$ cat config.mk
export PLATFORM = sky130hd
export DESIGN_NAME = tmr_voter_monitor
export DESIGN_NICKNAME = d
export VERILOG_FILES = /design/src/rtl/tmr_voter_monitor.sv
export SDC_FILE = /design/constraint.sdc
export NUM_CORES = 1
export LEC_CHECK = 0
export CAP_MARGIN = 25
export CORE_MARGIN = 2
export CORE_UTILIZATION = 40
export CTS_CLUSTER_DIAMETER = 30
export CTS_CLUSTER_SIZE = 24
export DETAILED_ROUTE_END_ITERATION = 16
export HOLD_SLACK_MARGIN = 0.06
export PLACE_DENSITY = 0.63
export SLEW_MARGIN = 5
export SYNTH_ARGS = -nofsm -noshare
export SYNTH_HDL_FRONTEND = slang
export SYNTH_SLANG_ARGS = --single-unit
$ cat constraint.sdc
create_clock -name clock -period 3.96 [get_ports clock]
set_input_delay 0.792 -clock clock [delete_from_list [all_inputs] [get_ports clock]]
set_output_delay 0.792 -clock clock [all_outputs]
set_load 0.01 [all_outputs]
$ cat src/rtl/tmr_voter_monitor.sv
// Triple-modular-redundancy voter: registers three WIDTH-bit channels, majority-votes them,
// and tracks persistent per-channel disagreement. Define TMR_DEGRADE_EN to vote around one faulty channel.

module tmr_chan_mon #(
  parameter int PERSIST = 4
) (
  input  logic clock,
  input  logic reset_n,
  input  logic clear,
  input  logic mis,
  input  logic hold,
  output logic fault
);
  logic [7:0] run;
  logic [7:0] run_inc;

  assign run_inc = run + 8'd1;

  always_ff @(posedge clock or negedge reset_n) begin
    if (!reset_n) begin
      run   <= '0;
      fault <= 1'b0;
    end else if (clear) begin
      run   <= '0;
      fault <= 1'b0;
    end else if (!hold) begin
      if (!mis) begin
        run <= '0;
      end else if (run != 8'(PERSIST)) begin
        run <= run_inc;
        if (run_inc == 8'(PERSIST)) fault <= 1'b1;
      end
    end
  end
endmodule

module tmr_voter_monitor #(
  parameter int WIDTH   = 8,
  parameter int PERSIST = 4,
  parameter int CNT_W   = 8
) (
  input  logic             clock,
  input  logic             reset_n,
  input  logic [WIDTH-1:0] a_in,
  input  logic [WIDTH-1:0] b_in,
  input  logic [WIDTH-1:0] c_in,
  input  logic             clear,
  output logic [WIDTH-1:0] voted_out,
  output logic             error,
  output logic [2:0]       fault_vec,
  output logic             multi_fault,
  output logic             uncorrectable,
  output logic [CNT_W-1:0] err_count
);
  logic [2:0][WIDTH-1:0] ch_r;
  logic [WIDTH-1:0]      maj;
  logic [WIDTH-1:0]      vote;
  logic [2:0]            mis;
  logic [2:0]            hold;
  logic                  err_nxt;

  always_ff @(posedge clock or negedge reset_n) begin
    if (!reset_n) ch_r <= '0;
    else          ch_r <= {c_in, b_in, a_in};
  end

  assign maj     = (ch_r[0] & ch_r[1]) | (ch_r[1] & ch_r[2]) | (ch_r[0] & ch_r[2]);
  assign err_nxt = (ch_r[0] != ch_r[1]) | (ch_r[1] != ch_r[2]);

`ifdef TMR_DEGRADE_EN
  logic             single;
  logic             pair_ok;
  logic             unc_set;
  logic [WIDTH-1:0] pair_p;
  logic [WIDTH-1:0] pair_q;

  // Healthy pair = the two channels not flagged; valid only when exactly one flag is set.
  assign single  = (fault_vec == 3'b001) | (fault_vec == 3'b010) | (fault_vec == 3'b100);
  assign pair_p  = fault_vec[0] ? ch_r[1] : ch_r[0];
  assign pair_q  = fault_vec[2] ? ch_r[1] : ch_r[2];
  assign pair_ok = (pair_p == pair_q);

  always_comb begin
    vote    = maj;
    hold    = '0;
    unc_set = 1'b0;
    if (single) begin
      if (pair_ok) begin
        vote = pair_p;
      end else begin
        vote    = voted_out;
        hold    = ~fault_vec;
        unc_set = 1'b1;
      end
    end
  end

  always_ff @(posedge clock or negedge reset_n) begin
    if (!reset_n)     uncorrectable <= 1'b0;
    else if (clear)   uncorrectable <= 1'b0;
    else if (unc_set) uncorrectable <= 1'b1;
  end
`else
  assign vote          = maj;
  assign hold          = '0;
  assign uncorrectable = 1'b0;
`endif

  for (genvar i = 0; i < 3; i++) begin : g_chan
    assign mis[i] = |(ch_r[i] ^ vote);
    tmr_chan_mon #(.PERSIST(PERSIST)) u_mon (
      .clock   (clock),
      .reset_n (reset_n),
      .clear   (clear),
      .mis     (mis[i]),
      .hold    (hold[i]),
      .fault   (fault_vec[i])
    );
  end

  always_ff @(posedge clock or negedge reset_n) begin
    if (!reset_n) begin
      voted_out <= '0;
      error     <= 1'b0;
    end else begin
      voted_out <= vote;
      error     <= err_nxt;
    end
  end

  always_ff @(posedge clock or negedge reset_n) begin
    if (!reset_n)                        err_count <= '0;
    else if (clear)                      err_count <= '0;
    else if (err_nxt && err_count != '1) err_count <= err_count + 1'b1;
  end

  assign multi_fault = (fault_vec[0] & fault_vec[1]) | (fault_vec[1] & fault_vec[2]) |
                       (fault_vec[0] & fault_vec[2]);
endmodule

==> results by group <==
Place
  • IO Port Bufs: 47
  • Placed cells: ~470
  • DPL Wire Length: 5080 um
  • Routability cong.: 0.779
  • Area after DPL: around 4100 sq um

Layout
  • Area of the multi-input gates: around 1700 sq um
  • Antenna diodes: 0
  • Reg area: about 1700 sq um
  • Fin cells: 487
  • Fillers: 800
  • Area grow syn2layout: 21.3%
  • Layout Nets: 428
  • Fin area: around 4300 sq um
  • Layout cell share with drive strength beyond 1: 7.92%

Outcome
  • Status: completed

Critical path
  • FF-to-FF End: g_chan[1].u_mon.run[2]
  • Worst Path Arrival: 1.55 ns
  • Worst Setup EP: multi_fault
  • Crit-path max FO: 3
  • Critical path origin: g_chan[2].u_mon.fault
  • R2r worst-path depth: 6
  • Crit end category: output pin
  • R2R Path Start: ch_r[3]
  • Worst reg-to-reg setup slack: 1.78 ns
  • CP Data Required Time: 3.17 ns
  • Worst Path Class, Setup: flop to output pin
  • Startpoint Class: flop

Clock tree
  • Clock Tree Root: clkbuf_8
  • H-tree Lvls: 3
  • Longest Clk Path Bufs: 2
  • Post-CTS Setup Bufs: 0
  • Clk pin slew, worst setup/hold paths: approximately 0.070 ns
  • Post-CTS sizing: 0
  • Post-cts hold buffer count: 0
  • Worst-Skew Late Latency: 0.33 ns
  • TritonCTS clock tree: yes
  • Clk sinks: 68
  • Number of buffers created by CTS: 9

Logic synthesis
  • Synthesized Nets: 380
  • Yosys reg bits: 68
  • Synth Area in Compound Gates: 9.28%
  • Netlist Area Pre-Place: 3530 sq um
  • Post-synth cell types: 46
  • Post-synthesis mux area share: 0.850%
  • Post-Synth XOR/XNOR Area: between 8 and 9%
  • Main combinational cell family by area after synthesis: simple AND/OR/NAND/NOR gates
  • Sequential fraction of the synthesis area: 48.2%
  • Post-Synth Adder-Cell Area: 9.49%
  • Post-Synth Simple-Gate Area: 20.8%
  • Synth Instances: roughly 330
  • Yosys warnings: 0
  • Mean post-synth cell area: 10.8 sq um

Route
  • Number of vias per cell: 5.22
  • Initial DRT Pass Iterations: 4
  • Drt drc: 0
  • Final WL: 6870 um
  • Vias: 2543
  • Iter 0 DRT Violations: 62
  • Drt wl/cell: 14.1 um
  • Number of routed nets with antenna violations: 0

Timing
  • Final Setup Violations: 0
  • RSZ-0062 raised after global routing: false
  • Final Hold Fails: 0
  • Clk_skew: between 0.008 and 0.009 ns
  • Final critical-path share of the clock period: between 50% and 60%
  • Setup_tns: 0 ns
  • Tightest Pin Transition: 0.878 ns
  • Max-slew violations: 0
  • Max Freq: 426 MHz
  • Minimum clock period: ~2.3 ns
  • Slew HR: 41.3%

Pwr
  • Static Leak: ~1.8 nW
  • PD cells: 390 nW/um^2
  • Peak supply drop: 0.171 mV

Floorplan
  • Die width: 98.0 um
  • Ports: 49
  • Die span in y: 98.0 um
  • Core ar.: 8640 sq um
  • DIE AREA: ~9600 sq um
  • Core Rows: 34
  • Initial Util: 40.9%

Worst hold path
  • Hold Crit Class: input port to asynchronous set/reset pin

Global route
  • Largest net degree at the start of global routing: 52
  • Global route total overflow: 0
  • First-pass GRT wire length: 12000 um
  • Vias in the first global route: 2501
  • Tot GR Track Use: 15.4%
  • Initial antenna violation count: 0

Flow run
  • Max-Cap Viols: 0
registers in the layout, indices dropped and copies added (netlist names):
register            cells
g_chan.u_mon.run       24
error                   1
g_chan.u_mon.fault      3
voted_out               8
ch_r                   24
err_count               8
cell families after synthesis:
| group | after synthesis |
|---|---|
| XOR/XNOR | 35 |
| AND/OR/NAND/NOR | 129 |
| flip-flops | 68 |
| AO/OA/AOI/OAI | 44 |
| adder cells (fa/ha/maj) | 27 |
| multiplexers | 3 |
| other | 1 |
| buffers and inverters | 20 |
report_power, final:
group          leakage [nW]  switching (mW)  internal, mW  total, mW
registers             0.857          0.0628         0.746      0.808
clock network         0.103           0.233         0.340      0.573
logic                 0.866           0.144         0.146      0.289
synthesized netlist by cell type (all sizes together):
library cell / count / area [sq um]
nor2: 40 / 150
or2: 3 / 18.8
nor3b: 2 / 20.0
mux2i: 3 / 30.0
o22a: 1 / 8.76
a211o: 7 / 62.6
or4b: 14 / 140
o22ai: 1 / 6.26
a41oi: 1 / 8.76
buf: 5 / 35.0
o41ai: 2 / 17.5
o21bai: 5 / 48.8
ha: 26 / 325
nand2: 12 / 45.0
nor3: 12 / 60.1
o211ai: 2 / 15.0
a2111oi: 1 / 8.76
conb: 1 / 3.75
nand4: 3 / 18.8
xnor2: 18 / 158
o21ai: 10 / 50.1
nor4bb: 1 / 10.0
a21oi: 5 / 25.0
clkbuf: 6 / 22.5
or4: 3 / 30.0
nand3: 12 / 60.1
and3: 6 / 37.5
maj3: 1 / 10.0
xor2: 17 / 149
o2111ai: 4 / 35.0
nand2b: 4 / 25.0
and4b: 1 / 10.0
nor4: 12 / 75.1
a211oi: 4 / 35.0
and4: 2 / 17.5
a31oi: 1 / 6.26
nand4b: 2 / 17.5
dfrtp: 68 / 1700
inv: 9 / 33.8
cells in the final DEF, fill, tap and decap left out, types with 8 or more instances in the layout:
cell / netlist / routed
nor3_1: 12 / 12
nor4_1: 12 / 12
nand2_1: 12 / 12
xor2_1: 17 / 17
or4b_1: 8 / 8
clkbuf_8: 0 / 12
nor2_1: 40 / 40
ha_1: 26 / 26
clkdlybuf4s50_1: 0 / 46
nand3_1: 12 / 12
o21ai_0: 10 / 10
xnor2_1: 18 / 18
inv_1: 9 / 9
dfrtp_1: 68 / 68
how the worst min path moves through the flow:
stage / from / end / slack (ns)
6_report: reset_n / g_chan[0].u_mon.run[3] / 0.38
5_1_grt: reset_n / g_chan[0].u_mon.run[2] / 0.39
4_1_cts: reset_n / g_chan[0].u_mon.run[3] / 0.38
3_5_place_dp: g_chan[1].u_mon.fault / g_chan[1].u_mon.fault / 0.52
3_3_place_gp: g_chan[1].u_mon.fault / g_chan[1].u_mon.fault / 0.51
2_1_floorplan: g_chan[1].u_mon.fault / g_chan[1].u_mon.fault / 0.48
per-stage QoR:
stage          util (%)  power [mW]  hold slack (ns)  setup slack [ns]
3_3_place_gp       47.3        1.11            0.505              1.53
2_1_floorplan         -       0.996            0.477              1.94
6_report           49.6        1.67            0.384              1.61
4_1_cts            49.6        1.70            0.382              1.59
3_5_place_dp       47.3        1.11            0.520              1.51
5_1_grt            49.6        1.78            0.391              1.53
final cells by class:
type | instances | area share (%)
flip-flops and latches | 68 | 39.7
multi-input cells | 239 | 40.6
repair buffers | 48 | 11.0
clock buffers | 14 | 4.03
clock inverters | 1 | 0.701
well taps | 108 | 3.15
inverters | 9 | 0.788
worst max-delay path, stage by stage (launching register included):
cell	delay (ns)
dfrtp_1	0.40
maj3_1	0.35
clkdlybuf4s50_1	0.48
metal layers:
layer	global-route usage, %	wire length [um]	vias to the layer above
met5	0	0	-
met4	4.38	38	0
met3	4.08	237	5
met2	24.6	3310	39
met1	20.7	3280	1215
li1	-	-	1284
Power figures use the tool's default switching activity.
